## src/rtl/alarm_sched_if.sv

```systemverilog
// Bus bundle for alarm_sched: time ticks, slot config, user buttons and ring outputs.
// ALARM_MISSED_CNT_EN adds missed_clr / missed_cnt.
interface alarm_sched_if;
  logic        sec_tick;
  logic        min_tick;
  logic [15:0] cur_time;
  logic        cfg_we;
  logic [2:0]  cfg_addr;
  logic [15:0] cfg_time;
  logic        cfg_en;
  logic        ack;
  logic        snooze;
  logic        ring_load;
  logic [15:0] ring_data;
  logic        alarm_on;
  logic [2:0]  active_slot;
  logic [1:0]  snooze_cnt;
`ifdef ALARM_MISSED_CNT_EN
  logic        missed_clr;
  logic [7:0]  missed_cnt;
`endif

  modport master (
    output sec_tick, min_tick, cur_time, cfg_we, cfg_addr, cfg_time, cfg_en, ack, snooze,
`ifdef ALARM_MISSED_CNT_EN
    output missed_clr,
    input  missed_cnt,
`endif
    input  ring_load, ring_data, alarm_on, active_slot, snooze_cnt
  );

  modport slave (
    input  sec_tick, min_tick, cur_time, cfg_we, cfg_addr, cfg_time, cfg_en, ack, snooze,
`ifdef ALARM_MISSED_CNT_EN
    input  missed_clr,
    output missed_cnt,
`endif
    output ring_load, ring_data, alarm_on, active_slot, snooze_cnt
  );
endinterface

```

## src/rtl/alarm_sched.sv

```systemverilog
// Alarm scheduler: per-minute slot scan, ring/snooze/timeout sequencing.
// ALARM_MISSED_CNT_EN adds a saturating count of unanswered (timed-out) alarms.
module alarm_sched #(
  parameter int NUM_SLOTS  = 4,
  parameter int RING_SEC   = 60,
  parameter int SNOOZE_MIN = 5,
  parameter int MAX_SNOOZE = 3
) (
  input  logic         clk,
  input  logic         rst,
  alarm_sched_if.slave bus
);
  localparam int IW = (NUM_SLOTS > 1) ? $clog2(NUM_SLOTS) : 1;
  localparam int CW = $clog2(RING_SEC + 1);

  typedef enum logic [1:0] {IDLE, SCAN, RING, SNOOZE} state_t;

  state_t                 r_state;
  logic [15:0]            r_slot_time [NUM_SLOTS];
  logic [NUM_SLOTS-1:0]   r_slot_en;
  logic [2:0]             r_idx;
  logic [15:0]            r_scan_time;
  logic [15:0]            r_snz_time;
  logic [CW-1:0]          r_sec_cnt;
  logic                   r_ring_load;
  logic [15:0]            r_ring_data;
  logic                   r_alarm_on;
  logic [2:0]             r_active;
  logic [1:0]             r_snz_cnt;

  // BCD HHMM plus a fixed minute offset, wrapping at 24:00
  function automatic logic [15:0] bcd_add_min(input logic [15:0] t);
    int m, h;
    m = int'(t[7:4]) * 10 + int'(t[3:0]) + SNOOZE_MIN;
    h = int'(t[15:12]) * 10 + int'(t[11:8]);
    if (m >= 60) begin
      m = m - 60;
      h = h + 1;
    end
    if (h >= 24) h = h - 24;
    return {4'(h / 10), 4'(h % 10), 4'(m / 10), 4'(m % 10)};
  endfunction

  wire [IW-1:0] w_sidx    = r_idx[IW-1:0];
  wire          w_hit     = r_slot_en[w_sidx] && (r_slot_time[w_sidx] == r_scan_time);
  wire          w_last    = (r_idx == 3'(NUM_SLOTS - 1));
  wire [15:0]   w_snz_nxt = bcd_add_min(bus.cur_time);
  wire          w_snz_ok  = bus.snooze && (r_snz_cnt < 2'(MAX_SNOOZE));
  wire          w_timeout = (r_state == RING) && !bus.ack && !w_snz_ok && bus.sec_tick &&
                            (r_sec_cnt == CW'(RING_SEC - 1));

  always_ff @(posedge clk) begin
    if (rst) begin
      for (int i = 0; i < NUM_SLOTS; i++) r_slot_time[i] <= '0;
      r_slot_en <= '0;
    end else if (bus.cfg_we && (int'(bus.cfg_addr) < NUM_SLOTS)) begin
      r_slot_time[bus.cfg_addr[IW-1:0]] <= bus.cfg_time;
      r_slot_en[bus.cfg_addr[IW-1:0]]   <= bus.cfg_en;
    end
  end

  always_ff @(posedge clk) begin
    if (rst) begin
      r_state     <= IDLE;
      r_idx       <= '0;
      r_scan_time <= '0;
      r_snz_time  <= '0;
      r_sec_cnt   <= '0;
      r_ring_load <= 1'b0;
      r_ring_data <= '0;
      r_alarm_on  <= 1'b0;
      r_active    <= '0;
      r_snz_cnt   <= '0;
    end else begin
      r_ring_load <= 1'b0;
      case (r_state)
        IDLE: if (bus.min_tick) begin
          r_scan_time <= bus.cur_time;
          r_idx       <= '0;
          r_state     <= SCAN;
        end
        SCAN: begin
          if (w_hit) begin
            r_state     <= RING;
            r_active    <= r_idx;
            r_snz_cnt   <= '0;
            r_ring_load <= 1'b1;
            r_ring_data <= r_slot_time[w_sidx];
            r_alarm_on  <= 1'b1;
            r_sec_cnt   <= '0;
          end else if (w_last) begin
            r_state <= IDLE;
          end else begin
            r_idx <= r_idx + 3'd1;
          end
        end
        RING: begin
          if (bus.ack || w_timeout) begin
            r_state    <= IDLE;
            r_alarm_on <= 1'b0;
            r_snz_cnt  <= '0;
            r_active   <= '0;
          end else if (w_snz_ok) begin
            r_state     <= SNOOZE;
            r_snz_cnt   <= r_snz_cnt + 2'd1;
            r_snz_time  <= w_snz_nxt;
            r_ring_load <= 1'b1;
            r_ring_data <= w_snz_nxt;
            r_alarm_on  <= 1'b0;
          end else if (bus.sec_tick) begin
            r_sec_cnt <= r_sec_cnt + CW'(1);
          end
        end
        SNOOZE: begin
          if (bus.ack) begin
            r_state   <= IDLE;
            r_snz_cnt <= '0;
            r_active  <= '0;
          end else if (bus.min_tick && (bus.cur_time == r_snz_time)) begin
            r_state    <= RING;
            r_alarm_on <= 1'b1;
            r_sec_cnt  <= '0;
          end
        end
        default: r_state <= IDLE;
      endcase
    end
  end

  assign bus.ring_load   = r_ring_load;
  assign bus.ring_data   = r_ring_data;
  assign bus.alarm_on    = r_alarm_on;
  assign bus.active_slot = r_active;
  assign bus.snooze_cnt  = r_snz_cnt;

`ifdef ALARM_MISSED_CNT_EN
  logic [7:0] r_missed;
  always_ff @(posedge clk) begin
    if (rst || bus.missed_clr) r_missed <= '0;
    else if (w_timeout && (r_missed != 8'hFF)) r_missed <= r_missed + 8'd1;
  end
  assign bus.missed_cnt = r_missed;
`endif
endmodule

```

## src/flat_wrapper.sv

```systemverilog
// flat-port wrapper written by rule: the top's interface ports become plain ports
module alarm_sched_flat 
#(
  parameter int NUM_SLOTS  = 4,
  parameter int RING_SEC   = 60,
  parameter int SNOOZE_MIN = 5,
  parameter int MAX_SNOOZE = 3
)
  (clk, rst, bus_sec_tick, bus_min_tick, bus_cur_time, bus_cfg_we, bus_cfg_addr, bus_cfg_time, bus_cfg_en, bus_ack, bus_snooze, bus_ring_load, bus_ring_data, bus_alarm_on, bus_active_slot, bus_snooze_cnt);
  alarm_sched_if bus_i ();
  input  logic clk;
  input  logic rst;
  input wire logic [$bits(bus_i.sec_tick)-1:0] bus_sec_tick;
  input wire logic [$bits(bus_i.min_tick)-1:0] bus_min_tick;
  input wire logic [$bits(bus_i.cur_time)-1:0] bus_cur_time;
  input wire logic [$bits(bus_i.cfg_we)-1:0] bus_cfg_we;
  input wire logic [$bits(bus_i.cfg_addr)-1:0] bus_cfg_addr;
  input wire logic [$bits(bus_i.cfg_time)-1:0] bus_cfg_time;
  input wire logic [$bits(bus_i.cfg_en)-1:0] bus_cfg_en;
  input wire logic [$bits(bus_i.ack)-1:0] bus_ack;
  input wire logic [$bits(bus_i.snooze)-1:0] bus_snooze;
  output wire logic [$bits(bus_i.ring_load)-1:0] bus_ring_load;
  output wire logic [$bits(bus_i.ring_data)-1:0] bus_ring_data;
  output wire logic [$bits(bus_i.alarm_on)-1:0] bus_alarm_on;
  output wire logic [$bits(bus_i.active_slot)-1:0] bus_active_slot;
  output wire logic [$bits(bus_i.snooze_cnt)-1:0] bus_snooze_cnt;
  assign bus_i.sec_tick = bus_sec_tick;
  assign bus_i.min_tick = bus_min_tick;
  assign bus_i.cur_time = bus_cur_time;
  assign bus_i.cfg_we = bus_cfg_we;
  assign bus_i.cfg_addr = bus_cfg_addr;
  assign bus_i.cfg_time = bus_cfg_time;
  assign bus_i.cfg_en = bus_cfg_en;
  assign bus_i.ack = bus_ack;
  assign bus_i.snooze = bus_snooze;
  assign bus_ring_load = bus_i.ring_load;
  assign bus_ring_data = bus_i.ring_data;
  assign bus_alarm_on = bus_i.alarm_on;
  assign bus_active_slot = bus_i.active_slot;
  assign bus_snooze_cnt = bus_i.snooze_cnt;
  alarm_sched #(.NUM_SLOTS(NUM_SLOTS), .RING_SEC(RING_SEC), .SNOOZE_MIN(SNOOZE_MIN), .MAX_SNOOZE(MAX_SNOOZE)) u_core (.clk(clk), .rst(rst), .bus(bus_i));
endmodule
```

## config.mk

```make
export PLATFORM = sky130hd
export DESIGN_NAME = alarm_sched_flat
export DESIGN_NICKNAME = d
export VERILOG_FILES = /design/src/rtl/alarm_sched_if.sv /design/src/rtl/alarm_sched.sv /design/src/flat_wrapper.sv
export SDC_FILE = /design/constraint.sdc
export NUM_CORES = 1
export LEC_CHECK = 0
export ABC_CLOCK_PERIOD_IN_PS = 11700
export BUFFER_PORTS_ARGS = -buffer_cell sky130_fd_sc_hd__buf_2
export CAP_MARGIN = 20
export CORE_AREA = 2 2 153 155
export DETAILED_ROUTE_END_ITERATION = 10
export DIE_AREA = 0 0 155 157
export PLACE_DENSITY_LB_ADDON = 0.05
export SLEW_MARGIN = 25
export SYNTH_ARGS = -nofsm -noshare
export SYNTH_HDL_FRONTEND = slang
export SYNTH_SLANG_ARGS = --single-unit
```

## constraint.sdc

```tcl
create_clock -name clk -period 11.7 [get_ports clk]
set_input_delay 0.585 -clock clk [delete_from_list [all_inputs] [get_ports clk]]
set_output_delay 0.585 -clock clk [all_outputs]
set_load 0.01 [all_outputs]
```

# Word-level counts from Yosys, hierarchy flattened
# Memory sizes are Yosys's and may differ from the RTL's. A register that Yosys moved wholly into a read port is not among the register bits.
# Cells that the tools add are included.
# W data, S select, Z words.
[word_totals]
ramBits = 64
latch_bits = 0
mem_count = 1
word_cells = 143
mem_bits_ro = 0
out_inout_bits = 23
regBits = 70
inputBits = 43
[mem_list]
columns = ["name", "depth", "word_bits", "rd", "rd_clocked_by_memory_dff", "write_ports", "line", "rtl"]
rows = [
  ["u_core.r_slot_time", 4, 16, 1, 1, 4, "alarm_sched.sv:19", "logic [15:0] r_slot_time [NUM_SLOTS];"],
]
[op_classes]
n_bitwise = 1
div = 4
shifts = 0
reduce_logical = 26
muxes = 60
n_eq_ne = 22
multipliers = 2
order_cmp = 7
add_sub_neg = 9
[ops]
columns = ["op", "n"]
rows = [
  ["$mux W32", 3],
  ["$add A32 B5 Y32", 2],
  ["$div A32 B5 Y32 const B", 2],
  ["$mod A32 B5 Y32 const B", 2],
  ["$mux W16", 4],
  ["$mux W6", 6],
  ["$add A32 B2 Y32 const B", 1],
  ["$add A32 B4 Y32 const B", 1],
  ["$eq A16 B16 Y1", 2],
  ["$ge A32 B6 Y1 const B", 1],
  ["$ge A32 B7 Y1 const B", 1],
  ["$pmux W16 S2", 1],
  ["$sub A32 B6 Y32 const B", 1],
  ["$sub A32 B7 Y32 const B", 1],
  ["$mux W2", 14],
  ["$reduce_and A4 Y1", 5],
  ["$mux W3", 6],
  ["$ne A2 B2 Y1 const B", 9],
  ["$pmux W6 S3", 1],
  ["$mux W1", 16],
  ["$reduce_or A16 Y1", 1],
  ["$mul A4 B3 Y7 const B", 2],
  ["$logic_and A1 B1 Y1", 9],
  ["$pmux W3 S3", 1],
  ["other kinds (32)", 39],
]

# Longest topological paths before layout
# Gate-level depths: netlist of the first run.
[depth]
ltp_word = 11
ltp_mapped = 54
depth_no_buf = 49

# Worst setup path after synthesis of the first run
# No wires, ideal clock.
[synth_timing]
kind = "input to register"
from = "in bus_cur_time[5]"
to = "reg u_core.r_ring_data[9] (netlist: u_core.bus.ring_data[9])"
path_buffers = 6
path_stages = 51
slack_ps = 587
arrival_time_ps = 10970
required_time_ps = 11557
setup_ps = 143
path_cell_list = "ha_1 -> ha_1 -> fa_1 -> o21ai_0 -> nor2_1 -> xnor2_1 -> o311a_1 -> a211oi_1 -> ha_1 -> clkbuf_1 -> o21ai_1 -> o21ai_2 -> nor2_1 -> xor2_1 -> inv_1 -> ha_1 -> buf_1 -> inv_1 -> [... 15 more ...] -> nor3_1 -> buf_2 -> nand2_1 -> nand3_1 -> o311ai_0 -> inv_1 -> ha_1 -> inv_1 -> a31oi_1 -> o221ai_1 -> a211o_1 -> a2111oi_4 -> o221ai_4 -> xor2_1 -> ha_1 -> or3_1 -> o211ai_1 -> a311oi_1"
[synth_via]
elab_chain_len = 11
word_cells_on_any_way = 12
classes_between = "add/sub: 3; mul: 1; div: 1; order compare: 2; mux: 5"
[synth_rtl]
columns = ["item", "line", "rtl"]
rows = [
  ["from (decl)", "flat_wrapper.sv:15", "input wire logic [$bits(bus_i.cur_time)-1:0] bus_cur_time;"],
  ["$mul A4 B3 Y7 *", "alarm_sched.sv:34", "m = int'(t[7:4]) * 10 + int'(t[3:0]) + SNOOZE_MIN;"],
  ["$add A32 B5 Y32 *", "alarm_sched.sv:34", ""],
  ["$add A32 B4 Y32 *", "alarm_sched.sv:34", ""],
  ["$ge A32 B7 Y1 *", "alarm_sched.sv:36", "if (m >= 60) begin"],
  ["$mux W32 *", "alarm_sched.sv:36", ""],
  ["$sub A32 B6 Y32 / $ge A32 B6 Y1 (equally long branches)", "alarm_sched.sv:40", "if (h >= 24) h = h - 24;"],
  ["$mux W32 *", "alarm_sched.sv:40", ""],
  ["$mod A32 B5 Y32 *", "alarm_sched.sv:41", "return {4'(h / 10), 4'(h % 10), 4'(m / 10), 4'(m % 10)};"],
  ["$mux W16 *", "alarm_sched.sv:103", "end else if (w_snz_ok) begin"],
  ["$mux W16 *", "alarm_sched.sv:98", "if (bus.ack || w_timeout) begin"],
  ["$pmux W16 S2 *", "alarm_sched.sv:76", "case (r_state)"],
  ["to (signal assigned)", "alarm_sched.sv:88", "r_ring_data <= r_slot_time[w_sidx];"],
  ["to (signal assigned)", "alarm_sched.sv:108", "r_ring_data <= w_snz_nxt;"],
  ["to (decl)", "alarm_sched.sv:26", "logic [15:0] r_ring_data;"],
]
# Mark *: on every way between the ends. The rest lies on a longest branch, timed or not. The select of a mux whose other input is x is not followed.
# A chain may end at the register's enable or synchronous reset.

# Worst setup path in the final report of the first run
[layout_timing]
from = "in bus_cur_time[1]"
to = "reg u_core.r_ring_data[9] (netlist: u_core.bus.ring_data[9])"
[layout_via]
elab_chain_len = 10
word_cells_on_any_way = 11
classes_between = "add/sub: 3; div: 1; order compare: 2; mux: 5"
[layout_rtl]
columns = ["item", "line"]
rows = [
  ["$add A32 B5 Y32 *", "alarm_sched.sv:34"],
  ["$add A32 B4 Y32 *", "alarm_sched.sv:34"],
  ["$ge A32 B7 Y1 *", "alarm_sched.sv:36"],
  ["$mux W32 *", "alarm_sched.sv:36"],
  ["$sub A32 B6 Y32 / $ge A32 B6 Y1 (equally long branches)", "alarm_sched.sv:40"],
  ["$mux W32 *", "alarm_sched.sv:40"],
  ["$mod A32 B5 Y32 *", "alarm_sched.sv:41"],
  ["$mux W16 *", "alarm_sched.sv:103"],
  ["$mux W16 *", "alarm_sched.sv:98"],
  ["$pmux W16 S2 *", "alarm_sched.sv:76"],
]
# Marked as above.

==> impl.org, run 1 <==
** Outcome
- Run status :: finished, final reports clean

** Final layout
- Post-route standard cell area excluding fillers :: 12,200 um^2
- Final layout net count :: 1,426
- The library cells used most frequently in the layout, excluding fill and tap cells, are sky130_fd_sc_hd__nor2_1, sky130_fd_sc_hd__nand2_1, sky130_fd_sc_hd__a21oi_1.
- Fraction of final layout cells sized beyond drive strength 1 :: between 15 and 20%
- After filler insertion, the fill cell instance count of the layout stands at 2,133.
- For this run, the number of standard cells in the final layout without fillers is roughly 1,600.
- Leaving out fill and tap cells, the most frequent cell in the layout is sky130_fd_sc_hd__nor2_1.
- Area growth, synth to finish :: 11.1%

** Yosys
- In this run, distinct cell masters in the synthesized netlist total 103.
- Number of enable flip-flop cells after synthesis :: 64
- Most used flip-flop cell after synthesis :: sky130_fd_sc_hd__dfxtp_1
- The Yosys step of the flow raised 0 warnings.
- Total of flip-flops plus latches after synthesis :: 136
- Syn_area_per_cell :: 8.48 um^2
- Synthesized area :: 10,900 um^2
- Post-synthesis cell count :: 1,290
- In the synthesized netlist the async set-or-reset flop fraction comes to 0%.
- Sequential area share after synthesis :: between 30% and 40%

** Global route
- Number of antenna violations at the first check in global routing :: 1
- Global-route wire length before repair :: 47.6 mm
- Entering global routing, the biggest net connects 76 pins.
- Overall Global Routing Usage :: between 20% and 30%
- Number of global-route vias before repair :: 9,252
- Gr ovfl total :: 0

** Worst setup path
- For this run, the slowest stage of the critical path takes ~0.50 ns.
- The worst setup path is captured at a flop.
- CP dominant cell by count :: sky130_fd_sc_hd__ha_1
- Classification of the worst setup path :: in -> reg
- Data on the critical path is required at its endpoint by 11.96 ns.
- The worst setup path is launched from a primary input.
- Standard cell with the maximum stage delay on the critical path :: sky130_fd_sc_hd__ha_1
- Data arrives at the worst endpoint at around 11 ns.
- Largest fanout of any net on the critical path :: 12
- Slack of the worst reg-to-reg path :: between 8 and 9 ns

** Die
- Placeable Area :: 22,500 um^2
- The die covers roughly 24,000 um^2.
- The floorplan step set the die height to roughly 160 um.
- In this run the core area contains 55 standard-cell rows.
- Pin placement for this block handled 66 I/O pins.
- For this configuration, the core starts out at a cell density of 48.6%.
- The die is 155 um wide.

** Clock tree
- The clock reaches the later pin of the worst-skew pair after approximately 0.42 ns.
- Max Root-Sink Buffers :: 2
- The tree is rooted in a sky130_fd_sc_hd__clkbuf_16.
- Post-CTS Resized :: 0
- Clock-pin slew was measured on the worst setup and hold paths at 0.07 ns.
- TritonCTS built the clock tree.
- Count of H-tree levels built during CTS :: 4
- Quantity of hold-fixing buffers added after cts :: 0
- Post-CTS timing repair inserted 0 buffers for setup.
- Total clock buffers created by CTS :: 17
- CTS saw 136 sinks.

** STA
- Headroom to the max-slew limit :: 33.6%
- Clock tree skew after final layout :: 0.0123 ns
- Setup violations remaining at the end of the flow were counted as 0.
- Dividing the final minimum period by the clock period gives approximately 93%.
- Achievable frequency :: between 90 and 100 MHz
- At the pin with the least slew margin, the transition time is 0.997 ns.
- Final number of max-transition violations :: 0
- Counting I/O delays and the setup requirement, the final critical path takes 10.89 ns.
- Fin. Hold Viols :: 0

** Power and ir drop
- The worst-case IR drop observed on VDD is 0.249 mV.
- Clk pwr share :: 14.3%
- Overall power consumption after layout is estimated at 3.76 mW.
- Static Leak :: 4.62 nW
- Share of total power in sequential cells :: 14.4%
- The internal portion of the total power is 1.86 mW.
- Power density normalized to cell area :: 310 nW/um^2
- For this design the total switching power over the nets is between 1.5 and 2 mW.
- Per report_power, the combinational group accounts for 71.3% of the total.
- Net switching is 50.5% of the power.

** Worst hold path
- The tightest min-delay check is of the in -> reg type.

** Drt
- Number of DRC violations after detailed routing :: 0
- The final route contains 9,833 vias.
- Overall routed net length :: 29.3 mm
- Via density per instance :: 6.03
- Number of violations reported at the end of detailed-routing iteration 0 :: around 630
- The first detailed-routing pass took 5 iterations.
- Number of nets still failing antenna checks after routing :: 0
- Dividing the detail-routed wire length by the instance count gives approximately 18 um.

** Placed design
- PortBufs :: 65
- HPWL after detailed placement :: roughly 22 mm
- After detailed placement, the design holds a cell count of 1,598.
- After detailed placement, the total cell area comes to 11,500 um^2.
- Global placement routability congestion :: 0.870

** Job
- Number of violations of the max-capacitance limit :: 0
==> through the flow <==
step	hold slack (ns)	util [%]	setup TNS, ns	setup WS [ns]
6_report	0.435	54.0	0	0.806
2_1_floorplan	0.444	-	0	0.587
3_5_place_dp	0.460	51.2	0	0.287
5_1_grt	0.436	54.0	-0.0426	-0.0339
3_3_place_gp	0.455	51.2	0	0.532
4_1_cts	0.423	53.9	0	0.683
==> registers in the layout (all words and copies together), names as in the netlist, named ones only <==
register and cells:
u_core.r_scan_time 16, u_core.bus.active_slot 3, u_core.r_state 2, u_core.r_sec_cnt 6
u_core.r_slot_en 4, u_core.bus.alarm_on 1, u_core.bus.snooze_cnt 2, u_core.bus.ring_data 16
u_core.r_snz_time 16, u_core.r_slot_time 64, u_core.bus.ring_load 1, u_core.r_idx 3
==> synth_stat cells, types with 7 or more instances <==
cell type                  instances  area [um^2]
sky130_fd_sc_hd__dfxtp_1          72         1440
sky130_fd_sc_hd__nand4_1          21          131
sky130_fd_sc_hd__and2_1           14         87.6
sky130_fd_sc_hd__o211ai_1         16          120
sky130_fd_sc_hd__a21o_1           11         82.6
sky130_fd_sc_hd__xnor2_1          63          552
sky130_fd_sc_hd__o221ai_1          8         70.1
sky130_fd_sc_hd__o21ai_1           8         40.0
sky130_fd_sc_hd__a31oi_1          13         81.3
sky130_fd_sc_hd__nor2_1          168          631
sky130_fd_sc_hd__xor2_1           24          210
sky130_fd_sc_hd__nor3_1           29          145
sky130_fd_sc_hd__nor4_1           11         68.8
sky130_fd_sc_hd__nand2b_1         18          113
sky130_fd_sc_hd__o21ai_0          22          110
sky130_fd_sc_hd__o21a_1            8         60.1
sky130_fd_sc_hd__mux2i_1          28          280
sky130_fd_sc_hd__mux4_2           17          383
sky130_fd_sc_hd__o31ai_1           7         52.6
sky130_fd_sc_hd__a211oi_1         19          143
sky130_fd_sc_hd__nand2_1         145          544
sky130_fd_sc_hd__or2_2            13         81.3
sky130_fd_sc_hd__clkbuf_1         50          188
sky130_fd_sc_hd__nor2b_1           7         43.8
sky130_fd_sc_hd__ha_1             47          588
sky130_fd_sc_hd__o22ai_1           8         50.1
sky130_fd_sc_hd__edfxtp_1         64         1920
sky130_fd_sc_hd__or3_1            14         87.6
sky130_fd_sc_hd__a311oi_1         11         96.3
sky130_fd_sc_hd__buf_2            11         55.1
sky130_fd_sc_hd__a21oi_1          95          475
sky130_fd_sc_hd__inv_1            51          191
sky130_fd_sc_hd__nand3_1          36          180
==> cell families after synthesis <==
logic type	Yosys count	share of synthesized area (%)
simple gates	513	22.0
flops	136	30.8
compound gates	329	22.8
fa+ha+maj	52	6.20
other cells	1	0.0343
mux	50	6.68
buf+inv	122	4.49
xor+xnor	87	6.97
==> final timing paths <==
path,from,endpoint,depth (start not counted)
worst max-delay path,bus_cur_time[1],u_core.bus.ring_data[9],44
worst min-delay path,bus_cfg_en,u_core.r_slot_en[1],3
worst max register to register,flop,u_core.r_sec_cnt[5],12
worst min register to register,u_core.r_scan_time[0],u_core.r_scan_time[0],2
==> layer usage <==
metal	share of wire [%]	GRT usage, %	wire, um
met5	0	0	0
met4	1.7	6.22	484
met3	5.0	3.85	1460
met2	47	41.0	13800
met1	46	32.4	13600
==> critical path: cells and delay by family <==
kind	cells	cell delay [ns]
AOI/OAI and AO/OA	19	4.88
xor gates and xnor gates	2	0.42
adders and majority gates	8	2.73
buffers and inverters	7	0.87
and+or+nand+nor	8	1.67
==> power by group through the flow <==
stage	combinational, mW	sequential (mW)	clock [mW]
6_report	2.68	0.542	0.539
5_1_grt	2.97	0.544	0.564
4_1_cts	2.66	0.541	0.547
3_5_place_dp	2.64	0.552	0
3_3_place_gp	2.64	0.551	0
2_1_floorplan	2.09	0.552	0
==> layout make-up <==
| class | instances | area (um^2) | area share (%) |
|---|---|---|---|
| Multi-Input combinational cell | 1033 | 7110 | 58.5 |
| Sequential cell | 136 | 3360 | 27.7 |
| Timing Repair Buffer | 90 | 513 | 4.22 |
| Clock buffer | 17 | 425 | 3.50 |
| Tap cell | 285 | 357 | 2.93 |
| Inverter | 54 | 203 | 1.67 |
| Clock inverter | 15 | 175 | 1.44 |
| Antenna cell | 1 | 2.50 | 0.0206 |
Note: power is estimated with default switching activity, not from simulation.
==> run 2, diff against run 1 <==
PLACE_DENSITY = 0.73   (was unset)
PLACE_DENSITY_LB_ADDON = unset   (was 0.05)
==> run 2 against run 1 <==
Effect of this change:
- design area is 0.47% higher
- non-clock buffer count is 1 lower
- clock power grew 9.1%
- critical path depth unchanged
- combinational power is essentially flat
- clock skew down 0.0026 ns
- utilization rose by 0.26 points
- critical path type unchanged
- critical endpoint unchanged
- largest power group unchanged
==> impl.org, run 2 (synthesis results as in run 1) <==
** Drt
- After detailed routing, the average wire length per cell comes to 17.6 um.
- Via density per instance :: 6.09
- In this run the remaining antenna-violating nets after routing total 0.
- The first routing iteration left 824 violations.
- 1st-pass router iterations :: 7
- Detailed routing placed a total of 1.51 mm of wire on met3.
- Top routing layer used :: met5
- Via count :: a little under 10,000
- Summed over all nets, wire length on met2 after detailed routing comes to about 14 mm.
- Number of DRC violations after detailed routing :: 0
- The detailed router put a total of 12.5 mm of wire on met1.
- The routed design has 28.7 mm of wire.

** Worst hold path
- Worst Hold Path Cells :: 3
- Endpoint of the worst hold-timing path :: u_core.r_slot_en[1]
- Hold crit path type :: in -> reg
- Startpoint of the tightest hold check path :: bus_cfg_en

** STA
- Final number of max-transition violations :: 0
- Achievable frequency :: 91.9 MHz
- Setup repair after global routing missed its margin :: no
- Counting I/O delays and the setup requirement, the final critical path takes 10.88 ns.
- Worst setup margin :: 0.820 ns
- Worst slew pin tran :: 1.01 ns
- Setup total negative slack :: 0 ns
- Headroom to the max-slew limit :: 32.4%
- Between clock sinks in the finished design, the worst skew comes to 0.00974 ns.
- Fin. Hold Viols :: 0
- Setup violations remaining at the end of the flow were counted as 0.
- Crit share post-route :: 93.0%

** Final layout
- Relative to the synthesized area, the layout overhead comes to 11.6%.
- Final layout net count :: 1,425
- Register with the most flip-flops :: u_core.r_slot_time
- The library cell used most frequently in the layout, excluding fill and tap cells, is sky130_fd_sc_hd__nor2_1.
- Cells with a size suffix above 1 make up 15.1% of the layout.
- In the layout the commonest cells are sky130_fd_sc_hd__nor2_1, sky130_fd_sc_hd__nand2_1, sky130_fd_sc_hd__a21oi_1.
- Post-route standard cell area excluding fillers :: roughly 12,000 um^2
- Flip-flop count of the largest register, all copies and words added :: 64
- The finished layout holds 1,630 standard cells, fillers aside.

** Power and ir drop
- Across the VDD grid, the largest voltage drop is 0.284 mV.
- The analysis attributes to cell leakage a power of roughly 4.6 nW.
- Power spread over the standard cell area amounts to between 300 and 400 nW/um^2.
- Tot Pwr :: approximately 3.8 mW

** Worst setup path
- For the worst flop-to-flop path, the logic depth is 12.
- Worst path buffer plus inverter count :: 5
- The worst setup path is of the in -> reg kind.
- Standard cell with the maximum stage delay on the critical path :: sky130_fd_sc_hd__fa_1
- In this design, the stage delay of the slowest critical-path cell is 0.46 ns.
- Slack of the worst reg-to-reg path :: 7.91 ns
- Data arrives at the worst endpoint at 11.13 ns.
- Type of origin of the critical path :: primary input
- Category of cells accounting for the largest share of critical-path delay :: compound AO/OA/AOI/OAI gates
- Req. time, crit path :: 11.95 ns
- STA classifies the critical path endpoint as a flop.
- CP dominant cell by count :: sky130_fd_sc_hd__ha_1
- Of all nets on the critical path, the largest fanout is 9.
- Endpoint of the worst register-to-register path :: u_core.r_sec_cnt[5]

** Clock tree
- TritonCTS created 17 clock buffers.
- CTS built an H-tree with a depth of 4.
- The longest clock path from root to sink contains 2 buffers.
- Clock slew at reported path FFs :: roughly 0.06 ns
- The root buffer cell chosen for the clock tree is sky130_fd_sc_hd__clkbuf_16.
- The clock net in this run drives a total of 136 sinks.
- The clock reaches the later pin of the worst-skew pair after 0.41 ns.
- Quantity of hold-fixing buffers added after cts :: 0
- TritonCTS built the clock tree.

** Outcome
- Run status :: finished, final reports clean

** Job
- Max-cap violations in this run came to 0.

** Die
- The die is 155 um wide.
- Starting Density :: between 40% and 50%
- The die is 157 um tall.
- The floorplan step defined a die boundary enclosing 24,300 um^2.
- Placeable Area :: 22,500 um^2
- Num rows :: between 50 and 60
- During I/O placement, the number of pins put on the boundary was 66.

** Placed design
- Placed cell areas :: ~12,000 um^2
- Once detailed placement completed, the half-perimeter wirelength came to 20.9 mm.
- PortBufs :: 65
- Global placement routability congestion :: 0.934
- Pre-CTS setup slack :: about 0.27 ns
- Cell Count Post-Placement :: 1,595

** Global route
- The first global-routing pass estimated ~46 mm of wire.
- Number of global-route vias before repair :: 9,426
- Overall Global Routing Usage :: 23.3%
- Number of antenna violations at the first check in global routing :: 1
- Entering global routing, the biggest net connects 76 pins.
- Gr ovfl total :: 0
==> run 2: cell count changes in the layout (fill, tap and decap cells not counted), sizes merged <==
cell | before | now
inv | 62 | 57
clkinvlp | 2 | 0
clkinv | 4 | 6
clkbuf | 17 | 18
bufinv | 1 | 5
buf | 90 | 89
==> run 2: tightest hold or removal path: cells and delay by family <==
| kind | cells | cell delay (ns) |
|---|---|---|
| AO/OA/AOI/OAI | 1 | 0.05 |
| AND/OR/NAND/NOR | 1 | 0.05 |
| buffers and inverters | 1 | 0.12 |
==> run 2: per-layer routing <==
layer  track usage, %  vias up
met4             6.66        2
met2             41.3      339
li1                 -     4846
met1             30.0     4692
met5                0        -
met3             2.73       40
==> run 2: layout make-up <==
cell class	instances	area, um^2
Fill cell	2026	10300
Multi-Input combinational cell	1033	7130
Sequential cell	136	3360
Timing Repair Buffer	89	505
Clock buffer	18	429
Tap cell	285	357
Clock inverter	14	219
Inverter	54	203
Antenna cell	1	2.50
==> run 2: how the worst max path moves through the flow <==
| stage | startpoint | end | slack, ns | cells after the start |
|---|---|---|---|---|
| floorplan | bus_cur_time[5] | u_core.bus.ring_data[9] | 0.59 | 51 |
| global placement | bus_cur_time[1] | u_core.bus.ring_data[9] | 0.71 | 43 |
| detailed placement | bus_cur_time[4] | u_core.bus.ring_data[9] | 0.27 | 43 |
| CTS | bus_cur_time[1] | u_core.bus.ring_data[9] | 0.64 | 43 |
| global route | bus_cur_time[7] | u_core.bus.ring_data[9] | 0.02 | 46 |
| finish | bus_cur_time[1] | u_core.bus.ring_data[9] | 0.82 | 44 |
==> run 2: metrics by stage <==
step | util [%] | hold WS, ns
floorplan | - | 0.444
global placement | 51.1 | 0.454
detailed placement | 51.1 | 0.461
CTS | 54.0 | 0.444
global route | 54.2 | 0.451
finish | 54.3 | 0.453
==> run 2: timing repair <==
| item | 4_1_cts | 5_1_grt |
|---|---|---|
| setup buffers | 0 | 2 |
| endpoints found under the setup margin | 0 | 10 |
| resized for setup | 0 | 4 |
==> run 2: where the power goes <==
group / switching, mW / internal [mW]
clock: 0.208 / 0.381
combinational: 1.66 / 1.03
sequential: 0.0190 / 0.528
total: 1.89 / 1.94
==> run 3, diff against run 2 <==
ABC_CLOCK_PERIOD_IN_PS = 12500   (was 11700)
PLACE_DENSITY = 0.71   (was 0.73)
clock period = 12.5 ns   (was 11.7 ns; I/O delays follow)
==> run 3 against run 2 <==
Effect of this change:
- hold slack better by 0.016 ns
- power is 8.6% lower
- utilization is 0.60 points lower
==> impl.org, run 3 (synthesis results as in run 1) <==
** Clock tree
- Count of H-tree levels built during CTS :: 4
- Number of setup buffers added after CTS :: 0
- Buffers inserted to repair hold after CTS numbered 0.
- Clock tree synthesis selected as its root buffer the cell sky130_fd_sc_hd__clkbuf_16.
- Post-CTS Resized :: 0
- No sink is reached through more buffers than the 2 on the longest clock path.
- TritonCTS sink count :: 136
- Clock-pin slew was measured on the worst setup and hold paths at 0.07 ns.
- TritonCTS built the clock tree.
- Total clock buffers created by CTS :: 17
- The later pin in the worst-skew pair is clocked with a latency of 0.42 ns.

** Placed design
- The wire-length estimate of the detail-placed layout is 20.9 mm.
- The placed instances occupy a cell area of about 11,000 um^2.
- During placement, the flow inserted port buffers numbering 65.
- Global placement routability congestion :: a little over 0.9

** Drt
- For this block, the initial DRC count from the detailed router was 777.
- In the routed layout, each cell is associated on average with a via count of 6.11.
- Number of DRC violations after detailed routing :: 0
- Dividing the detail-routed wire length by the instance count gives ~18 um.
- The routed layout has 9,901 vias.
- After detailed routing, the total wire length is ~28 mm.
- The detail route stage leaves a number of antenna-violating nets equal to 0.
- 1st-pass router iterations :: 5

** Worst setup path
- Classification of the worst setup path :: in -> reg
- Kind of end point of the critical path :: flop
- The largest individual stage delay along the critical path comes from the cell sky130_fd_sc_hd__ha_1.
- Slowest cell delay on critical path :: 0.55 ns
- Req. time, crit path :: about 13 ns
- STA puts the critical path data arrival time at 11.92 ns.
- The worst register-to-register path has a depth of 12.
- In this run the worst path has a maximum fanout of 16.
- The cell that appears most often on the critical path is sky130_fd_sc_hd__ha_1.
- Endpoint of the worst register-to-register path :: u_core.r_sec_cnt[5]
- In this run the register-to-register setup slack is 8.67 ns.
- Type of origin of the critical path :: primary input

** Final layout
- Footprint of the flip-flops and latches :: roughly 3400 um^2
- In the layout the commonest cells are sky130_fd_sc_hd__nor2_1, sky130_fd_sc_hd__nand2_1, sky130_fd_sc_hd__a21oi_1.
- The register with the most flip-flops in the final layout is u_core.r_slot_time.
- Fraction of final layout cells sized beyond drive strength 1 :: 14.8%
- The register with the most flip-flops in the layout has 64 of them.
- Area occupied by multi-input gates :: 7130 um^2
- The finished cells cover approximately 12,000 um^2.
- Fillers :: 2,030
- Final layout net count :: 1,416
- Most common cell after layout, fill and taps aside :: sky130_fd_sc_hd__nor2_1
- 0 antenna diodes ended up in the layout.
- Cells fill 53.7% of the core in the end.
- The area growth from synthesis to layout is 10.4%.

** Power and ir drop
- In this run the static leakage power is 4.57 nW.
- Internal power contribution :: 1.71 mW
- Total net switching power :: 1.79 mW
- Combinational logic burns between 70% and 80% of the power.
- Per report_power, the clock group accounts for around 14% of the total.
- Registers are responsible for 14.6% of the overall power.
- IR analysis of the VDD net gives a maximum drop of 0.330 mV.
- Power comes to 3.50 mW.
- In this run switching power makes up 51.2% of total power.
- Power density normalized to cell area :: 290 nW/um^2

** Outcome
- Run status :: finished, final reports clean

** Worst hold path
- Endpoint of the worst hold-timing path :: u_core.r_snz_time[3]
- Along the worst hold path, the cell count comes to 2.
- In this run the most critical hold path is launched from u_core.r_snz_time[3].
- The path class of the tightest hold or removal check is reg -> reg.

** STA
- Fin. Hold Viols :: 0
- Setup violations remaining at the end of the flow were counted as 0.
- Timing would allow up to 85.8 MHz.
- The number of slew-limit violations in the final report was 0.
- For the pin with the worst max-slew slack, the measured transition is ~0.95 ns.
- Counting I/O delays and the setup requirement, the final critical path takes around 12 ns.
- After routing, the total negative slack on setup checks comes to 0 ns.
- Crit share post-route :: 93.3%
- Setup repair after global routing left no endpoint under its margin.
- Clock tree skew after final layout :: 0.0139 ns
- Headroom to the max-slew limit :: 36.7%
- On the final layout, the worst hold slack is roughly 0.47 ns.

** Global route
- Largest net degree at the start of global routing :: 76
- Number of antenna violations at the first check in global routing :: 0
- Gr ovfl total :: 0
- The first global-routing pass estimated approximately 46 mm of wire.
- Overall Global Routing Usage :: 23.1%
- The number of global-route vias before repair is 9,186.

** Die
- Num rows :: 55
- The die covers 24,300 um^2.
- Overall die width :: 155 um
- The die is 157 um tall.
- Placeable Area :: approximately 23,000 um^2
- Boundary pin count :: 66
- For this configuration, the core starts out at a cell density of 48.6%.

** Job
- The tool flagged a number of max-cap violations equal to 0.
[run 3: changes by cell type in the layout (fill, tap and decap cells not counted), sizes merged]
| cell | change |
|---|---|
| bufinv | -5 |
| buf | -9 |
| clkinvlp | +1 |
| clkbuf | -1 |
| diode | -1 |
| inv | +5 |
[run 3: worst max path at each step]
| stage | slack, ns | end | start | cells past startpoint |
|---|---|---|---|---|
| detailed placement | 0.32 | u_core.bus.ring_data[9] | bus_cur_time[4] | 43 |
| CTS | 0.70 | u_core.bus.ring_data[9] | bus_cur_time[1] | 43 |
| finish | 0.84 | u_core.bus.ring_data[9] | bus_cur_time[4] | 46 |
| global route | 0.05 | u_core.bus.ring_data[9] | bus_cur_time[7] | 47 |
| global placement | 0.69 | u_core.bus.ring_data[9] | bus_cur_time[7] | 44 |
| floorplan | 1.35 | u_core.bus.ring_data[9] | bus_cur_time[5] | 51 |
[run 3: power by group through the flow]
stage	sequential [mW]	combinational, mW	clock (mW)
5_1_grt	0.514	2.76	0.509
3_3_place_gp	0.520	2.43	0
6_report	0.512	2.50	0.488
2_1_floorplan	0.516	1.96	0
3_5_place_dp	0.521	2.44	0
4_1_cts	0.512	2.46	0.493
[run 3: worst max-delay path, delay by kind of cell]
| family | cells | cell delay [ns] |
|---|---|---|
| fa+ha+maj | 8 | 2.86 |
| buf+inv | 8 | 1.15 |
| xor+xnor | 2 | 0.37 |
| simple gates | 9 | 2.04 |
| compound gates | 19 | 4.86 |
[run 3: metrics by stage]
step / setup slack, ns / cells
4_1_cts: 0.697 / 1619
3_5_place_dp: 0.319 / 1587
6_report: 0.841 / 1620
2_1_floorplan: 1.35 / 1291
5_1_grt: 0.0461 / 1620
3_3_place_gp: 0.685 / 1587
[run 3: final cells by class]
type                       count  share of cell area (%)
clock buffer                  17                    3.52
inverter                      54                    1.68
sequential                   136                    27.9
timing repair buffer          80                    3.61
multi-input combinational   1033                    59.1
tap                          285                    2.95
clock inverter                15                    1.31
[run 3: layer usage]
metal | share of wire [%] | GRT usage (%) | vias up
li1 | - | - | 4842
met1 | 44 | 30.1 | 4722
met2 | 49 | 40.8 | 304
met3 | 4.8 | 2.70 | 33
met4 | 1.6 | 6.31 | 0
met5 | 0 | 0 | -
